### config.mk
export PLATFORM = sky130hd
export DESIGN_NAME = fft_peak_sequencer
export DESIGN_NICKNAME = d
export VERILOG_FILES = /design/src/rtl/fft_pkg.sv /design/src/rtl/fft_mag_approx.sv /design/src/rtl/fft_peak_sequencer.sv
export SDC_FILE = /design/constraint.sdc
export NUM_CORES = 1
export LEC_CHECK = 0
export ABC_AREA = 1
export BUFFER_PORTS_ARGS = -buffer_cell sky130_fd_sc_hd__buf_2
export CORE_ASPECT_RATIO = 1.1
export CORE_MARGIN = 2
export CORE_UTILIZATION = 50
export CTS_BUF_LIST = sky130_fd_sc_hd__clkbuf_4
export CTS_CLUSTER_SIZE = 28
export DETAILED_ROUTE_END_ITERATION = 6
export PLACE_DENSITY = 0.72
export SLEW_MARGIN = 20
export SYNTH_ARGS = -nofsm -noshare
export SYNTH_HDL_FRONTEND = slang
export SYNTH_HIERARCHICAL = 1
export SYNTH_SLANG_ARGS = --single-unit
### constraint.sdc
create_clock -name clk -period 2.61 [get_ports clk]
set_clock_uncertainty 0.1 [all_clocks]
set_input_delay 0.3915 -clock clk [delete_from_list [all_inputs] [get_ports clk]]
set_output_delay 0.3915 -clock clk [all_outputs]
set_load 0.005 [all_outputs]
### src/rtl/fft_pkg.sv
// Shared types for the FFT peak sequencer: controller state encoding and the packed
// complex word layout used on the fft_top data ports.
package fft_pkg;

    localparam int CPLX_BW = 16;

    typedef struct packed {
        logic signed [CPLX_BW-1:0] re;
        logic signed [CPLX_BW-1:0] im;
    } cplx_t;

    typedef enum logic [2:0] {
        S_IDLE,
        S_FILL,
        S_START,
        S_WAIT,
        S_READ,
        S_DRAIN,
        S_REPORT
    } state_t;

endpackage

### src/rtl/fft_mag_approx.sv
// Registered alpha-max-beta-min magnitude: max(|re|,|im|) + min(|re|,|im|)/2,
// saturated to the unsigned BIT_WIDTH+1 output range.
module fft_mag_approx #(
    parameter int BIT_WIDTH = 16
) (
    input  logic                 clk,
    input  logic                 reset,
    input  logic [BIT_WIDTH-1:0] re,
    input  logic [BIT_WIDTH-1:0] im,
    output logic [BIT_WIDTH:0]   mag
);

    logic [BIT_WIDTH:0]   re_x;
    logic [BIT_WIDTH:0]   im_x;
    logic [BIT_WIDTH:0]   abs_re;
    logic [BIT_WIDTH:0]   abs_im;
    logic [BIT_WIDTH:0]   hi;
    logic [BIT_WIDTH:0]   lo;
    logic [BIT_WIDTH+1:0] sum;

    // Sign-extend by one bit first so that the most negative input has a representable magnitude.
    always_comb begin
        re_x   = {re[BIT_WIDTH-1], re};
        im_x   = {im[BIT_WIDTH-1], im};
        abs_re = re_x[BIT_WIDTH] ? (~re_x + 1'b1) : re_x;
        abs_im = im_x[BIT_WIDTH] ? (~im_x + 1'b1) : im_x;
        hi     = (abs_re > abs_im) ? abs_re : abs_im;
        lo     = (abs_re > abs_im) ? abs_im : abs_re;
        sum    = {1'b0, hi} + ({1'b0, lo} >> 1);
    end

    always_ff @(posedge clk or negedge reset) begin
        if (!reset) begin
            mag <= '0;
        end else begin
            mag <= sum[BIT_WIDTH+1] ? '1 : sum[BIT_WIDTH:0];
        end
    end

endmodule

### src/rtl/fft_peak_sequencer.sv
// Frame sequencer around fft_top: loads N samples, runs the transform, then scans
// bins 0..N/2-1 for the strongest approximate magnitude and reports it.
//
// state  | meaning
// IDLE   | waiting for arm
// FILL   | accepting samples and writing them into fft_top RAM
// START  | requesting the transform
// WAIT   | waiting for fft_top done
// READ   | stepping the read address over bins 0..N/2-1
// DRAIN  | letting the read/magnitude/compare pipeline empty
// REPORT | publishing the peak, then refill (continuous) or idle
module fft_peak_sequencer
    import fft_pkg::*;
#(
    parameter int BIT_WIDTH = 16,
    parameter int M         = 9,
    parameter int N         = 512,
    parameter int RD_LAT    = 1,
    parameter int MIN_BIN   = 1
) (
    input  logic                   clk,
    input  logic                   reset,
    input  logic                   arm,
    input  logic                   continuous,
    input  logic                   sample_valid,
    input  logic [BIT_WIDTH-1:0]   sample_in,
    output logic                   sample_ready,
    output logic                   fft_load,
    output logic                   fft_start,
    output logic [M-1:0]           fft_adr,
    output logic [2*BIT_WIDTH-1:0] fft_wdata,
    input  logic                   fft_done,
    input  logic [2*BIT_WIDTH-1:0] fft_out,
    output logic                   busy,
    output logic                   peak_valid,
    output logic [M-1:0]           peak_bin,
    output logic [BIT_WIDTH:0]     peak_mag
);

    localparam logic [M-1:0] LAST_IDX   = M'(N - 1);
    localparam logic [M-1:0] LAST_RD    = M'(N / 2 - 1);
    localparam logic [M-1:0] MIN_IDX    = M'(MIN_BIN);
    localparam logic [2:0]   DRAIN_LOAD = 3'(RD_LAT + 1);

    state_t               state;
    state_t               state_nx;
    logic [M-1:0]         count;
    logic [2:0]           drain_cnt;
    logic                 accept;
    logic                 rd_active;
    logic [BIT_WIDTH-1:0] wdata_hi;
    logic [M-1:0]         tag_pipe [RD_LAT];
    logic [RD_LAT-1:0]    vld_pipe;
    logic [M-1:0]         mag_bin;
    logic                 mag_vld;
    logic [BIT_WIDTH:0]   mag;
    logic [BIT_WIDTH:0]   run_max;
    logic [M-1:0]         run_bin;

    always_ff @(posedge clk or negedge reset) begin
        if (!reset) begin
            state <= S_IDLE;
        end else begin
            state <= state_nx;
        end
    end

    always_comb begin
        state_nx = state;
        case (state)
            S_IDLE:   if (arm) state_nx = S_FILL;
            S_FILL:   if (accept && count == LAST_IDX) state_nx = S_START;
            S_START:  state_nx = S_WAIT;
            S_WAIT:   if (fft_done) state_nx = S_READ;
            S_READ:   if (fft_adr == LAST_RD) state_nx = S_DRAIN;
            S_DRAIN:  if (drain_cnt == 3'd0) state_nx = S_REPORT;
            S_REPORT: state_nx = continuous ? S_FILL : S_IDLE;
            default:  state_nx = S_IDLE;
        endcase
    end

    always_comb begin
        sample_ready = (state == S_FILL);
        busy         = (state != S_IDLE);
        rd_active    = (state == S_READ);
    end

    assign accept    = sample_ready & sample_valid;
    assign fft_wdata = {wdata_hi, {BIT_WIDTH{1'b0}}};

    // fft_start is registered so the pulse never overlaps the final sample's load write.
    always_ff @(posedge clk or negedge reset) begin
        if (!reset) begin
            fft_load   <= 1'b0;
            fft_start  <= 1'b0;
            fft_adr    <= '0;
            wdata_hi   <= '0;
            count      <= '0;
            drain_cnt  <= '0;
            peak_valid <= 1'b0;
            peak_bin   <= '0;
            peak_mag   <= '0;
        end else begin
            fft_load   <= accept;
            fft_start  <= (state == S_START);
            peak_valid <= (state == S_REPORT);
            case (state)
                S_IDLE: count <= '0;
                S_FILL: begin
                    if (accept) begin
                        fft_adr  <= count;
                        wdata_hi <= sample_in;
                        count    <= count + 1'b1;
                    end
                end
                S_WAIT:  if (fft_done) fft_adr <= '0;
                S_READ: begin
                    fft_adr <= fft_adr + 1'b1;
                    if (fft_adr == LAST_RD) drain_cnt <= DRAIN_LOAD;
                end
                S_DRAIN: if (drain_cnt != 3'd0) drain_cnt <= drain_cnt - 1'b1;
                S_REPORT: begin
                    peak_bin <= run_bin;
                    peak_mag <= run_max;
                    count    <= '0;
                end
                default: ;
            endcase
        end
    end

    // Bin index and valid ride alongside the RAM read so they line up with fft_out.
    always_ff @(posedge clk or negedge reset) begin
        if (!reset) begin
            for (int i = 0; i < RD_LAT; i++) tag_pipe[i] <= '0;
            vld_pipe <= '0;
            mag_bin  <= '0;
            mag_vld  <= 1'b0;
        end else begin
            tag_pipe[0] <= fft_adr;
            vld_pipe[0] <= rd_active;
            for (int i = 1; i < RD_LAT; i++) begin
                tag_pipe[i] <= tag_pipe[i-1];
                vld_pipe[i] <= vld_pipe[i-1];
            end
            mag_bin <= tag_pipe[RD_LAT-1];
            mag_vld <= vld_pipe[RD_LAT-1];
        end
    end

    fft_mag_approx #(
        .BIT_WIDTH(BIT_WIDTH)
    ) u_mag (
        .clk  (clk),
        .reset(reset),
        .re   (fft_out[2*BIT_WIDTH-1:BIT_WIDTH]),
        .im   (fft_out[BIT_WIDTH-1:0]),
        .mag  (mag)
    );

    // Strict greater-than keeps the lowest bin on ties.
    always_ff @(posedge clk or negedge reset) begin
        if (!reset) begin
            run_max <= '0;
            run_bin <= '0;
        end else if (state == S_WAIT && fft_done) begin
            run_max <= '0;
            run_bin <= MIN_IDX;
        end else if (mag_vld && mag_bin >= MIN_IDX && mag > run_max) begin
            run_max <= mag;
            run_bin <= mag_bin;
        end
    end

endmodule

==> run metrics, run 1 <==
DP Wirelength=14,400 um; die height=139 um; Layout area overhead=42.5%; H-tree levels=4; Async S/R FF share, synth=100%; Synth cell types=45; min cycle time layout=3.43 ns; start point of the critical path=fft_out[4]; share of cells above drive strength 1=37.2%; Syn Area/Cell=7.56 um^2; Tightest Hold Check Type=in -> reg; slowest stage cell, crit path=fa_2; Max Fanout on Critical Path=8; final net count=1,482; ANT nets after route=0; Tot GR Track Use=24.2%; Detailed Routing Iterations Pass 1=6; #FFs+latches synth=132; Finished Cell Area=11,800 um^2; top post-synthesis cells by area=dfrtp_1 40%, nand2_1 16%, ha_1 8.8%, nand3_1 5.9%, inv_1 5.4%; slew margin rel.=53.7%; GRT met2 Usage=41.9%; IO Pins=126; EDFF count, synth=0; Pleak=6.24 nW; post-synthesis sequential area ratio=40.0%; Die W=127 um; Finished Layout Cells=1,587; most frequent CP cell=nand2_2; Mapped Cells=1,093; Fin. Hold Viols=0; CP Capture Type=register; final count of negative-setup-slack endpoints=16; Worst R2R Start=fft_adr[0]$_DFFE_PN0P_; CTS Buf Count=17; cell total after placement=1,488; met1 GRT Util=30.6%; Setup WS post-layout=-0.817 ns; Root Driver=clkbuf_4; gr ovfl total=0; slew at the pin closest to its max-slew limit=0.694 ns; Post-synth top flop=dfrtp_1; Worst Path Buf+Inv=3; cell taking the most area after synthesis=dfrtp_1; # DRC=0; antenna violations before repair=1; PwrDens=812 nW/um^2; count of pins over their slew limit=0; clock slew at reported path FFs=0.13 ns; reg2reg setup slack=0.31 ns; Die Area=17,600 um^2; clock latency on the worst-skew pair=0.54 ns; Post-DP Area=9980 um^2; TritonCTS clock tree=built; peak supply drop=0.444 mV; critical path launch point type=input port; Iter 0 DRT Violations=571; worst slack at placement=-1.35 ns; status=finished with violations; Yosys warning count=6; Rows=49; drt total wl=23,100 um; WL per Instance=14.5 um; Port Buffers=109; fin crit share=131%; Peak Freq=292 MHz; met3 GRT Util=3.74%; vias per inst=5.16; CTS Buffer Depth=2; post-layout util=72.5%; starting density of the core=50.9%; Post-Synthesis Cell Area=8270 um^2; first-pass GRT wire length=35,400 um; failing checks=negative setup slack; Yosys top cell area share=40.0%; Num Clock Sinks=132; busiest grt layer=met2; critical path class=in -> reg; Hold Startpoint=continuous; CP top delay family=simple AND/OR/NAND/NOR gates; vias in the first global route=7,873; RSZ-0062 raised after global routing=yes; setup TNS=-11.06 ns; Core Region=16,200 um^2; vias post-DR=8,186; largest net degree at the start of global routing=65; Critical Path AT=3.75 ns; GPL Wtd Cong=0.903; WP data required=2.93 ns; Max Cap Viol=0; total chip power=9.57 mW; tightest hold margin=0.0935 ns; CP peak stage delay=0.35 ns
==> cell type report <==
class | instances | area [um^2]
Tap cell | 204 | 255
Sequential cell | 132 | 3300
Antenna cell | 1 | 2.50
Clock inverter | 15 | 165
Clock buffer | 17 | 128
Inverter | 126 | 498
Timing Repair Buffer | 290 | 2210
Multi-Input combinational cell | 802 | 5230
Fill cell | 1225 | 4460
==> per-layer routing <==
metal / share of wire (%) / wire (um) / vias up
met4: 4.0 / 913 / 0
met5: 0 / 0 / -
li1: - / - / 4044
met2: 52 / 11900 / 268
met3: 3.9 / 902 / 84
met1: 41 / 9360 / 3790
==> layout by cell type (no fill, tap or decap), types with 13 or more instances in the layout <==
master and count:
nand2_4 16, nor2_2 16, clkbuf_4 17, buf_2 104, nand4_1 34, ha_1 38
nor2_1 52, xor2_1 18, dlygate4sd3_1 19, a21oi_1 26, ha_4 19, buf_4 142
nand2_2 64, buf_6 13, conb_1 19, dfrtp_1 132, o21ai_0 35, nand2_1 277
inv_1 109, nand3_2 21, nand3_1 69
==> what timing repair did <==
| item | CTS | global route |
|---|---|---|
| resized for setup | 74 | 123 |
| pin swaps | 54 | 88 |
| gates cloned | 6 | 2 |
| setup endpoints to repair | 16 | 16 |
| hold buffers | 18 | 1 |
| endpoints found under the hold margin | 77 | 1 |
| buffers inserted | 33 | 8 |
==> cells by family after synthesis <==
family | Yosys count | share of synthesized area, %
xor+xnor | 28 | 3.06
other cells | 3 | 0.136
simple gates | 586 | 30.8
fa+ha+maj | 59 | 9.02
flops | 132 | 40.0
buf+inv | 178 | 9.69
compound gates | 107 | 7.40
==> synth_stat cells (all sizes together) (2+ instances only) <==
| master | n |
|---|---|
| nand3 | 101 |
| xor2 | 26 |
| inv | 126 |
| a31oi | 2 |
| or2 | 5 |
| o22ai | 2 |
| a21o | 3 |
| buf | 42 |
| nand4 | 34 |
| xnor2 | 2 |
| clkbuf | 10 |
| ha | 58 |
| nand2 | 357 |
| a21oi | 41 |
| nor3 | 13 |
| o21ai | 47 |
| dfrtp | 132 |
| nor2 | 74 |
| conb | 3 |
| a22oi | 5 |
| o21bai | 4 |
==> worst min-delay path, cell delays in order <==
cell,delay [ns]
buf_2,0.08
nor3_1,0.04
nor2_1,0.08
nand2_1,0.05
o21ai_0,0.06
==> power by group <==
group / internal [mW] / leakage (nW) / total [mW] / switching [mW]
combinational: 2.10 / 4.37 / 4.92 / 2.82
clock: 0.596 / 0.161 / 1.40 / 0.806
sequential: 2.79 / 1.71 / 3.25 / 0.459
total: 5.49 / 6.24 / 9.57 / 4.08
==> final timing paths <==
| kind | to | depth (start not counted) |
|---|---|---|
| max reg2reg | drain_cnt[2]$_DFFE_PN0P_ | 12 |
| min | state[0]$_DFFE_PN0P_ | 5 |
| max in group asynchronous | peak_mag[16]$_DFFE_PN0P_ | 3 |
| min reg2reg | mag_bin[3]$_DFF_PN0_ | 0 |
| max | u_mag/mag[10]$_DFF_PN0_ | 27 |
| min in group asynchronous | u_mag/mag[1]$_DFF_PN0_ | 2 |
==> sequential cells by signal, summed over array words and instances, names as in the netlist, 9 cells and up <==
name / cells
tag_pipe: 9
count: 9
wdata_hi: 16
run_max: 17
peak_mag: 17
mag_bin: 9
run_bin: 9
u_mag/mag: 17
fft_adr: 9
peak_bin: 9
Power figures use the tool's default switching activity.
==> inputs of run 2 (changes only) <==
--- a/config.mk
+++ b/config.mk
@@ -17,5 +17,4 @@
 export SLEW_MARGIN = 20
 export SYNTH_ARGS = -nofsm -noshare
 export SYNTH_HDL_FRONTEND = slang
-export SYNTH_HIERARCHICAL = 1
 export SYNTH_SLANG_ARGS = --single-unit
==> run metrics, run 2 <==
slew margin rel.=57.8% (was 53.7%); multi-input logic area=4770 um^2 (was 5230 um^2); GPL Wtd Cong=0.887 (was 0.903); most common cell after layout, fill and taps aside=nand2_1 (unchanged); Synth cell types=44 (was 45); top-count cell post-synth=nand2_1 (unchanged); first-pass GRT wire length=31,400 um (was 35,400 um); EDFF count, synth=0 (unchanged); drt total wl=19,700 um (was 23,100 um); gr ovfl total=0 (unchanged); # DRC=0 (unchanged); TritonCTS clock tree=built (unchanged); fin crit share=135% (was 131%); Tot GR Track Use=22.1% (was 24.2%); failing checks=negative setup slack (unchanged); Pleak=6.02 nW (was 6.24 nW); slowest stage cell, crit path=fa_2 (unchanged); antenna violations before repair=1 (unchanged); Yosys warning count=0 (was 6); Core Region=15,700 um^2 (was 16,200 um^2); Port Buffers=109 (unchanged); starting density of the core=51.3% (was 50.9%); slew at the pin closest to its max-slew limit=0.631 ns (was 0.694 ns); post-synthesis sequential area ratio=40.9% (was 40.0%); # fillers=1,212 (was 1,225); min cycle time layout=3.52 ns (was 3.43 ns); Die Area=17,200 um^2 (was 17,600 um^2); clock slew at reported path FFs=0.12 ns (was 0.13 ns); final count of negative-setup-slack endpoints=16 (unchanged); Worst Path Buf+Inv=4 (was 3); most frequent cells in the layout=287 x nand2_1, 154 x buf_4, 132 x dfrtp_1 (was 277 x nand2_1, 142 x buf_4, 132 x dfrtp_1); Mapped Cells=1,053 (was 1,093); CTS Buffer Depth=2 (unchanged); WL per Instance=12.7 um (was 14.5 um); DP Wirelength=13,500 um (was 14,400 um); Fin. Hold Viols=0 (unchanged); clock network fraction of design power=16.4% (was 14.6%); WP data required=2.91 ns (was 2.93 ns); largest registers=peak_mag: 17 flops, run_max: 17 flops, u_mag.mag: 17 flops (was peak_mag: 17 flops, run_max: 17 flops, u_mag/mag: 17 flops); Max Cap Viol=0 (unchanged); Setup WS post-layout=-0.912 ns (was -0.817 ns); H-tree levels=4 (unchanged); vias per inst=5.00 (was 5.16); Yosys top cell area share=40.9% (was 40.0%); Tightest Hold Check Type=in -> reg (unchanged); CP top delay family=simple AND/OR/NAND/NOR gates (unchanged); Critical Path AT=3.82 ns (was 3.75 ns); P_int=5.61 mW (was 5.49 mW); CP Capture Type=register (unchanged); Layout area overhead=39.4% (was 42.5%); PwrDens=843 nW/um^2 (was 812 nW/um^2); ANT nets after route=0 (unchanged); worst reg-to-reg path cell count=9 (was 12); Async S/R FF share, synth=100% (unchanged); Die W=125 um (was 127 um); most common library cells after synthesis=318 x nand2_1, 132 x dfrtp_1, 120 x inv_1 (was 349 x nand2_1, 132 x dfrtp_1, 119 x inv_1); critical path class=in -> reg (unchanged); status=finished with violations (unchanged); Reg area=3300 um^2 (unchanged); Rows=48 (was 49); vias post-DR=7,728 (was 8,186); clock latency on the worst-skew pair=0.53 ns (was 0.54 ns); Detailed Routing Iterations Pass 1=6 (unchanged); CTS Buf Count=17 (unchanged); peak supply drop=0.351 mV (was 0.444 mV); WP depth=27 (unchanged); post-layout util=71.5% (was 72.5%); total chip power=9.49 mW (was 9.57 mW); Combinational Power Share=49.3% (was 51.4%); worst slack at placement=-1.57 ns (was -1.35 ns); Peak Freq=284 MHz (was 292 MHz); final net count=1,446 (was 1,482); RSZ-0062 raised after global routing=yes (unchanged); Iter 0 DRT Violations=488 (was 571); setup TNS=-11.76 ns (was -11.06 ns); Root Driver=clkbuf_4 (unchanged); count of pins over their slew limit=0 (unchanged); Post-synth top flop=dfrtp_1 (unchanged); Post-Synthesis Cell Area=8070 um^2 (was 8270 um^2); share of cells above drive strength 1=33.6% (was 37.2%); largest net degree at the start of global routing=65 (unchanged); Worst Hold Depth=5 (unchanged); cell taking the most area after synthesis=dfrtp_1 (unchanged); #FFs+latches synth=132 (unchanged); switching pwr=3.87 mW (was 4.08 mW); CP peak stage delay=0.37 ns (was 0.35 ns); Switching Fraction=40.8% (was 42.6%); Flop pwr share=34.3% (was 34.0%); die height=137 um (was 139 um); Syn Area/Cell=7.66 um^2 (was 7.56 um^2); Max Fanout on Critical Path=7 (was 8); critical path launch point type=input port (unchanged); IO Pins=126 (unchanged); Num Clock Sinks=132 (unchanged); top post-synthesis cells by area=dfrtp_1 41%, nand2_1 15%, ha_1 9.0%, inv_1 5.6%, nand3_1 5.3% (was dfrtp_1 40%, nand2_1 16%, ha_1 8.8%, nand3_1 5.9%, inv_1 5.4%); vias in the first global route=7,206 (was 7,873)
-- run 2: cell count changes after synthesis, sizes merged, moves of 2 or more --
cell | previous run | this run
or2 | 5 | 2
nand2 | 357 | 327
nand3 | 101 | 89
clkbuf | 10 | 13
xor2 | 26 | 22
buf | 42 | 35
nand3b | 1 | 3
and2 | 0 | 2
o21ai | 47 | 67
nor2 | 74 | 62
xnor2 | 2 | 6
nor3 | 13 | 9
a31oi | 2 | 4
-- run 2: worst register-to-register path, stage by stage, from the launching register on --
cell	delay, ns
dfrtp_1	0.42
ha_1	0.32
nand2_1	0.09
nor2_1	0.05
nand2_1	0.10
nor2_1	0.10
nor2_4	0.52
nand2_4	0.32
nand3_1	0.16
nand2_1	0.06
-- run 2: path summary, 6_finish.rpt --
path	endpoint	startpoint	slack, ns
max	u_mag.mag[16]$_DFF_PN0_	fft_out[4]	-0.91
min	state[0]$_DFFE_PN0P_	continuous	0.09
max reg2reg	run_max[6]$_DFFE_PN0P_	u_mag.mag[12]$_DFF_PN0_	0.28
min reg2reg	mag_bin[4]$_DFF_PN0_	tag_pipe[4]$_DFF_PN0_	0.26
max in group asynchronous	fft_adr[4]$_DFFE_PN0P_	reset	1.41
min in group asynchronous	u_mag.mag[11]$_DFF_PN0_	reset	0.30
-- run 2: cell type report --
cell class / count / share of cell area [%]
Antenna cell: 1 / 0.0222
Clock buffer: 18 / 1.20
Clock inverter: 14 / 1.76
Inverter: 127 / 4.46
Multi-Input combinational cell: 764 / 42.4
Sequential cell: 132 / 29.4
Tap cell: 200 / 2.22
Timing Repair Buffer: 291 / 18.6
-- run 2: metrics by stage --
stage                     instances  hold WS [ns]  cell area (um^2)
after global routing           1547        0.0661             11200
final                          1547        0.0853             11200
after global placement         1462         0.232              9810
after detailed placement       1462         0.235              9810
after floorplan                1070      -0.00409              8280
after CTS                      1539        0.0672             11000
-- run 2: what timing repair did --
| action | 4_1_cts | 5_1_grt |
|---|---|---|
| endpoints found under the hold margin | 78 | 0 |
| cloned | 2 | 0 |
| gates resized for setup | 100 | 53 |
| hold buffers | 17 | 0 |
| buffers inserted | 26 | 8 |
| setup endpoints to repair | 43 | 43 |
| pin swaps | 51 | 34 |
-- run 2: logic make-up (layout without fill, tap and decap cells) --
logic type	after synthesis	count (layout)	share of synthesized area (%)
XOR/XNOR	28	28	3.04
adder cells (fa/ha/maj)	59	59	9.24
AO/OA/AOI/OAI	128	128	8.66
buffers and inverters	175	450	9.32
other	2	20	0.0931
flip-flops	132	132	40.9
AND/OR/NAND/NOR	529	530	28.7
-- run 2: power groups by stage --
stage | Clock [mW] | Combinational (mW) | Sequential, mW
global placement | 0 | 3.94 | 3.26
finish | 1.56 | 4.67 | 3.26
detailed placement | 0 | 4.04 | 3.30
floorplan | 0 | 2.72 | 3.21
global route | 1.68 | 5.27 | 3.35
CTS | 1.59 | 4.44 | 3.25
-- run 2: per-layer routing --
metal	up-vias	share of wire, %	GRT usage [%]
met5	-	0	0
met4	0	1.6	7.53
met3	26	4.1	3.88
met1	3575	43	27.7
li1	3940	-	-
met2	187	51	38.9
